$ cat src/rtl/ula_op_sequencer.sv
// ---------------------------------------------------------------------------
// ula_op_sequencer
//
// Control FSM for the ULA operations datapath of the stack machine. It takes
// one opcode at a time from the instruction decoder. It pops one or two
// operands off the data stack into the operand registers and drives the ALU
// select. It then pushes the result, or writes the comparison flag to the
// comparison stack. Completion and aborts are reported as one-cycle pulses,
// and a saturating counter tracks completed operations.
//
// Ports:
//   clk               system clock, rising edge
//   rst_n             asynchronous active-low reset
//   OP_VALID          decoder offers an opcode
//   OP_CODE           opcode, sampled when OP_VALID && OP_READY
//   OP_READY          sequencer accepts an opcode this cycle (IDLE only)
//   STACK_EMPTY       data stack holds no entries
//   STACK_FULL        data stack cannot accept a push
//   STACK_POP         pop top of data stack at this edge
//   STACK_PUSH        push ULA_OUT at this edge
//   CTRL_REG_OP1      load operand register 1 (right operand) from the bus
//   CTRL_REG_OP2      load operand register 2 (left operand) from the bus
//   CTRL_REG_OVERFLOW capture the ALU overflow flag
//   CTRL_STACK_COMP   write the compare result at the current TOS
//   SEL_ULA           ALU select (all-ones = no-op outside EXEC/WB)
//   DONE              one-cycle pulse on completion
//   ERR               one-cycle pulse on abort
//   ERR_CODE          01 underflow, 10 stack full, 11 illegal; held until next ERR
//   OP_COUNT          saturating count of completed operations
// ---------------------------------------------------------------------------
module ula_op_sequencer #(
    parameter int SEL_WIDTH = 4,
    parameter int CNT_WIDTH = 16
) (
    input  logic                 clk,
    input  logic                 rst_n,
    input  logic                 OP_VALID,
    input  logic [SEL_WIDTH-1:0] OP_CODE,
    output logic                 OP_READY,
    input  logic                 STACK_EMPTY,
    input  logic                 STACK_FULL,
    output logic                 STACK_POP,
    output logic                 STACK_PUSH,
    output logic                 CTRL_REG_OP1,
    output logic                 CTRL_REG_OP2,
    output logic                 CTRL_REG_OVERFLOW,
    output logic                 CTRL_STACK_COMP,
    output logic [SEL_WIDTH-1:0] SEL_ULA,
    output logic                 DONE,
    output logic                 ERR,
    output logic [1:0]           ERR_CODE,
    output logic [CNT_WIDTH-1:0] OP_COUNT
);

    localparam logic [SEL_WIDTH-1:0] SEL_NOP    = '1;
    localparam logic [SEL_WIDTH-1:0] OP_OVF_MAX = SEL_WIDTH'(4);
    localparam logic [SEL_WIDTH-1:0] OP_NOT     = SEL_WIDTH'(8);
    localparam logic [SEL_WIDTH-1:0] OP_CMP_MIN = SEL_WIDTH'(9);
    localparam logic [SEL_WIDTH-1:0] OP_CMP_MAX = SEL_WIDTH'(14);

    localparam logic [1:0] CODE_UNDERFLOW = 2'b01;
    localparam logic [1:0] CODE_FULL      = 2'b10;
    localparam logic [1:0] CODE_ILLEGAL   = 2'b11;

    typedef enum logic [2:0] {
        IDLE,
        POP1,
        POP2,
        EXEC,
        WB
    } state_t;

    state_t                 state;
    state_t                 next_state;
    logic [SEL_WIDTH-1:0]   op_q;
    logic                   ill_err_q;
    logic [1:0]             err_code_q;
    logic [CNT_WIDTH-1:0]   op_count_q;

    logic                   accept;
    logic                   op_code_illegal;
    logic                   op_is_unary;
    logic                   op_is_cmp;
    logic                   mealy_err;
    logic [1:0]             mealy_code;

    assign accept          = OP_VALID && OP_READY;
    assign op_code_illegal = (OP_CODE == SEL_NOP);
    assign op_is_unary     = (op_q == OP_NOT);
    assign op_is_cmp       = (op_q >= OP_CMP_MIN) && (op_q <= OP_CMP_MAX);

    // Next-state and output decode. Pops, pushes and the underflow/full
    // aborts react to the stack flags in the same cycle; everything else
    // follows from the state register alone.
    always_comb begin
        next_state        = state;
        OP_READY          = 1'b0;
        STACK_POP         = 1'b0;
        STACK_PUSH        = 1'b0;
        CTRL_REG_OP1      = 1'b0;
        CTRL_REG_OP2      = 1'b0;
        CTRL_REG_OVERFLOW = 1'b0;
        CTRL_STACK_COMP   = 1'b0;
        SEL_ULA           = SEL_NOP;
        DONE              = 1'b0;
        mealy_err         = 1'b0;
        mealy_code        = 2'b00;

        case (state)
            IDLE: begin
                OP_READY = 1'b1;
                if (accept && !op_code_illegal) begin
                    next_state = POP1;
                end
            end
            POP1: begin
                if (STACK_EMPTY) begin
                    mealy_err  = 1'b1;
                    mealy_code = CODE_UNDERFLOW;
                    next_state = IDLE;
                end else begin
                    STACK_POP    = 1'b1;
                    CTRL_REG_OP1 = 1'b1;
                    next_state   = op_is_unary ? EXEC : POP2;
                end
            end
            POP2: begin
                if (STACK_EMPTY) begin
                    mealy_err  = 1'b1;
                    mealy_code = CODE_UNDERFLOW;
                    next_state = IDLE;
                end else begin
                    STACK_POP    = 1'b1;
                    CTRL_REG_OP2 = 1'b1;
                    next_state   = EXEC;
                end
            end
            EXEC: begin
                SEL_ULA = op_q;
                if (op_is_cmp) begin
                    CTRL_STACK_COMP = 1'b1;
                    DONE            = 1'b1;
                    next_state      = IDLE;
                end else begin
                    // Only the arithmetic/shift group produces a meaningful
                    // overflow flag.
                    CTRL_REG_OVERFLOW = (op_q <= OP_OVF_MAX);
                    next_state        = WB;
                end
            end
            WB: begin
                SEL_ULA    = op_q;
                next_state = IDLE;
                if (STACK_FULL) begin
                    mealy_err  = 1'b1;
                    mealy_code = CODE_FULL;
                end else begin
                    STACK_PUSH = 1'b1;
                    DONE       = 1'b1;
                end
            end
            default: begin
                next_state = IDLE;
            end
        endcase
    end

    // The illegal-opcode error is registered and shows up one cycle after
    // acceptance. The stack errors are combinational, so ERR_CODE bypasses
    // the held register while one of them is active.
    assign ERR      = mealy_err | ill_err_q;
    assign ERR_CODE = mealy_err ? mealy_code : err_code_q;
    assign OP_COUNT = op_count_q;

    // State register, latched opcode, held error code and completion counter.
    always_ff @(posedge clk or negedge rst_n) begin
        if (!rst_n) begin
            state      <= IDLE;
            op_q       <= SEL_NOP;
            ill_err_q  <= 1'b0;
            err_code_q <= 2'b00;
            op_count_q <= '0;
        end else begin
            state     <= next_state;
            ill_err_q <= accept && op_code_illegal;
            if (accept) begin
                op_q <= OP_CODE;
            end
            if (accept && op_code_illegal) begin
                err_code_q <= CODE_ILLEGAL;
            end else if (mealy_err) begin
                err_code_q <= mealy_code;
            end
            if (DONE && (op_count_q != '1)) begin
                op_count_q <= op_count_q + 1'b1;
            end
        end
    end

endmodule
$ cat config.mk
export PLATFORM = sky130hd
export DESIGN_NAME = ula_op_sequencer
export DESIGN_NICKNAME = d
export VERILOG_FILES = /design/src/rtl/ula_op_sequencer.sv
export SDC_FILE = /design/constraint.sdc
export NUM_CORES = 1
export LEC_CHECK = 0
export ABC_AREA = 0
export BUFFER_PORTS_ARGS = -buffer_cell sky130_fd_sc_hd__buf_2
export CORE_MARGIN = 4
export CORE_UTILIZATION = 51
export CTS_CLUSTER_SIZE = 40
export DETAILED_ROUTE_END_ITERATION = 12
export GPL_ROUTABILITY_DRIVEN = 0
export MAX_ROUTING_LAYER = met4
export PLACE_DENSITY = 0.74
export SLEW_MARGIN = 25
export SYNTH_ARGS = -nofsm -noshare
export SYNTH_HDL_FRONTEND = slang
export SYNTH_SLANG_ARGS = --single-unit
$ cat constraint.sdc
create_clock -name clk -period 2.2 [get_ports clk]
set_clock_uncertainty 0.15 [all_clocks]
set_input_delay 0 -clock clk [delete_from_list [all_inputs] [get_ports clk]]
set_output_delay 0 -clock clk [all_outputs]
set_load 0.01 [all_outputs]
==> results_tabular.tex <==
\begin{tabular}{lr}
\hline
Metric & Value \\
\hline
\multicolumn{2}{l}{\textbf{Power and ir drop}} \\
Leakage power total & 0.889 nW \\
Power density relative to cell area & 894 nW/um\^{}2 \\
Final total power & 0.00159 W \\
Peak supply drop & 0.590 mV \\
\multicolumn{2}{l}{\textbf{Synth}} \\
Post-synth top area cell & dfrtp\_1 \\
Async set-or-reset flop fraction in the synthesized netlist & 1.00 \\
Sequential cell area fraction in the yosys report & 0.460 \\
Cell types with the highest counts after synthesis & 22 x dfrtp\_1, 14 x nand2\_1 \\
Syn nets & 152 \\
Xor and xnor fraction of the mapped netlist area & 0.0860 \\
Proportion of synthesized area in mux cells & 0.0395 \\
Flop and latch count out of synthesis & 26 \\
Post-synth top area share & 0.386 \\
Complex-gate fraction of the synthesized area & 0.0746 \\
Avg Cell Area, Syn & 10.0 um\^{}2 \\
Largest cells by area after synthesis & dfrtp\_1 39\%, dfstp\_2 7.4\%, xnor2\_1 4.3\% \\
Post-Syn Area & 1430 um\^{}2 \\
Synth Area in Simple Gates & 0.305 \\
Synth warn & 0 \\
Cell with the most instances after synthesis & dfrtp\_1 \\
Distinct cell type count after synthesis & 39 \\
Most frequently used flop master after synthesis & dfrtp\_1 \\
Adder and majority cell fraction of the synthesized area & 0.00877 \\
Post-synthesis instance total & 142 \\
Main combinational cell family by area after synthesis & simple AND/OR/NAND/NOR gates \\
Count of flip-flops with a built-in enable after synthesis & 0 \\
\multicolumn{2}{l}{\textbf{Worst setup path}} \\
Worst Setup Start Kind & flop \\
Worst setup path class & reg -> reg \\
Required time of the worst setup path & 2.25 ns \\
Number of cells on the worst reg-to-reg path & 5 \\
Startpoint of the worst setup timing path & state[0] \\
Critical-path maximum fanout & 9 \\
FF-to-FF setup slack & 0.14 ns \\
Type of element capturing the critical path & flop \\
CP Data Arrival Time & 2.12 ns \\
RR Startpoint & state[0] \\
Worst reg2reg endpoint & OP\_COUNT[11] \\
\multicolumn{2}{l}{\textbf{Clock network}} \\
Clock network latency to the later pin of the worst-skew pair & 0.31 ns \\
Num CTS Buffers & 3 \\
Total setup buffers inserted after CTS & 0 \\
TritonCTS sink count & 26 \\
H-tree level count & 1 \\
Clock root buffer master & clkbuf\_4 \\
Buffers from clock root to sink, at most & 2 \\
Clock tree from TritonCTS & built \\
Clock slew at reported path FFs & 0.14 ns \\
\multicolumn{2}{l}{\textbf{Timing}} \\
Post-Route Setup TNS & 0 ns \\
Number of endpoints failing setup at the final stage & 0 \\
Slew Viols, Final & 0 \\
Unrepaired setup endpoints after global routing & no \\
Slew headroom & 0.619 \\
Period Utilization, post-route & 0.938 \\
Post-layout minimum cycle time & 2.06 ns \\
Final Hold Viols & 0 \\
Highest attainable clock frequency & 485 MHz \\
Worst-Margin Slew & 0.571 ns \\
\multicolumn{2}{l}{\textbf{Route}} \\
Wirelength, routed & 3210 um \\
Mean routed wirelength per cell & 14.4 um \\
Via-per-instance ratio & 5.61 \\
Via count & 1246 \\
Count of routing violations after the opening detailed-route iteration & 77 \\
Pre-Repair DR Iteration Count & 4 \\
DR DRC count & 0 \\
Remaining number of nets flagged by the antenna check after routing & 0 \\
\multicolumn{2}{l}{\textbf{Worst hold path}} \\
Class of the tightest hold or removal check & in -> async \\
\multicolumn{2}{l}{\textbf{Placement}} \\
Half-perimeter wire length after detailed placement & 2370 um \\
Dpl cell area & 1660 um\^{}2 \\
Number of cells after detailed placement & 209 \\
IO Port Bufs & 39 \\
\multicolumn{2}{l}{\textbf{Global route}} \\
Maximum number of pins on one net before global-route repair & 27 \\
Via count of the first global-routing pass & 1256 \\
GRT Residual Overflow & 0 \\
Total track usage & 0.200 \\
Initial antenna violation count & 0 \\
Wire length of the first global-routing pass & 5430 um \\
\multicolumn{2}{l}{\textbf{Final layout}} \\
Count of non-filler cells in the finished layout & 222 \\
Share of cells above drive strength 1 & 0.333 \\
P\&R area growth vs syn & 24.9\% \\
Number of nets in the layout & 203 \\
Post-route cell area & 1780 um\^{}2 \\
Multi-input logic area & 739 um\^{}2 \\
FILL cells & 213 \\
FF/Latch Area & 656 um\^{}2 \\
Antenna Cells & 0 \\
\multicolumn{2}{l}{\textbf{Run}} \\
Number of maximum-capacitance constraint violations & 0 \\
\multicolumn{2}{l}{\textbf{Floorplan}} \\
Site row count & 18 \\
Area of the placeable core & 2570 um\^{}2 \\
Number of top-level design ports & 40 \\
Die span in y & 60.9 um \\
Starting Density & 0.556 \\
Die Wd & 60.9 um \\
Total die area & 3710 um\^{}2 \\
\multicolumn{2}{l}{\textbf{Outcome}} \\
Outcome & completed \\
\hline
\end{tabular}
## logic make-up after synthesis
logic type / after synthesis
adders and majority gates: 1
AOI/OAI and AO/OA: 18
buffers and inverters: 9
and+or+nand+nor: 69
DFF: 26
muxes: 5
xor gates and xnor gates: 14
## layout make-up
type | instances | share of cell area
Inverter | 4 | 0.00843
Timing Repair Buffer | 51 | 0.173
Clock buffer | 4 | 0.0147
Tap cell | 30 | 0.0211
Multi-Input combinational cell | 107 | 0.415
Sequential cell | 26 | 0.368
## flip-flops by register name, summed over array words and instances (netlist names)
signal      count
state           3
ill_err_q       1
OP_COUNT       16
err_code_q      2
op_q            4
## per-layer routing
layer | wire (um) | share of wire | up-vias | track usage
met5 | 0 | 0 | - | -
met4 | 43 | 0.013 | 0 | 0.0681
met3 | 187 | 0.058 | 6 | 0.0277
met2 | 1610 | 0.50 | 40 | 0.348
met1 | 1360 | 0.42 | 596 | 0.236
li1 | - | - | 604 | -
## layout by cell type, fill, tap and decap left out, types with 5 or more instances in the layout
cell,count
nor2_1,7
nand3_1,6
a21oi_1,7
buf_2,39
o21ai_0,5
dfrtp_1,22
nor3_1,6
nand4_1,6
nand2_1,14
xor2_1,7
dlygate4sd3_1,9
nor4_1,5
xnor2_1,7
## metrics by stage
stage          hold WS, ns   util  setup WS (ns)
3_3_place_gp        -0.121  0.646          0.176
2_1_floorplan       -0.446      -          0.191
6_report            0.0456  0.694          0.137
4_1_cts             0.0610  0.692         0.0701
3_5_place_dp        -0.119  0.646          0.109
5_1_grt             0.0769  0.694         0.0265
## critical path, stage by stage (launching register included)
cell and delay, ns:
dfrtp_1 0.52, nand3b_4 0.12, nor4_4 0.40, nor2_4 0.13, nor4_2 0.30, mux2_1 0.34
## what timing repair did
| action | in CTS | in global routing |
|---|---|---|
| hold buffers | 9 | 0 |
| setup endpoints to repair | 0 | 2 |
| resized for setup | 0 | 3 |
| hold endpoints to repair | 34 | 0 |
## how the worst max path moves through the flow
stage	endpoint	slack [ns]	cells past startpoint
CTS	op_q[3]	0.07	6
finish	OP_COUNT[11]	0.14	5
global placement	OP_COUNT[1]	0.18	5
detailed placement	OP_COUNT[1]	0.11	5
floorplan	OP_COUNT[1]	0.19	6
global route	OP_COUNT[11]	0.03	5
## power by group
group	total [W]	switching [W]	internal [W]	leakage (nW)
Sequential	0.000723	0.000115	0.000608	0.339
Clock	0.000204	0.000134	0.0000707	0.0150
Combinational	0.000666	0.000368	0.000298	0.535
Total	0.00159	0.000617	0.000977	0.889
No activity file was read; power rests on OpenSTA's default activity.
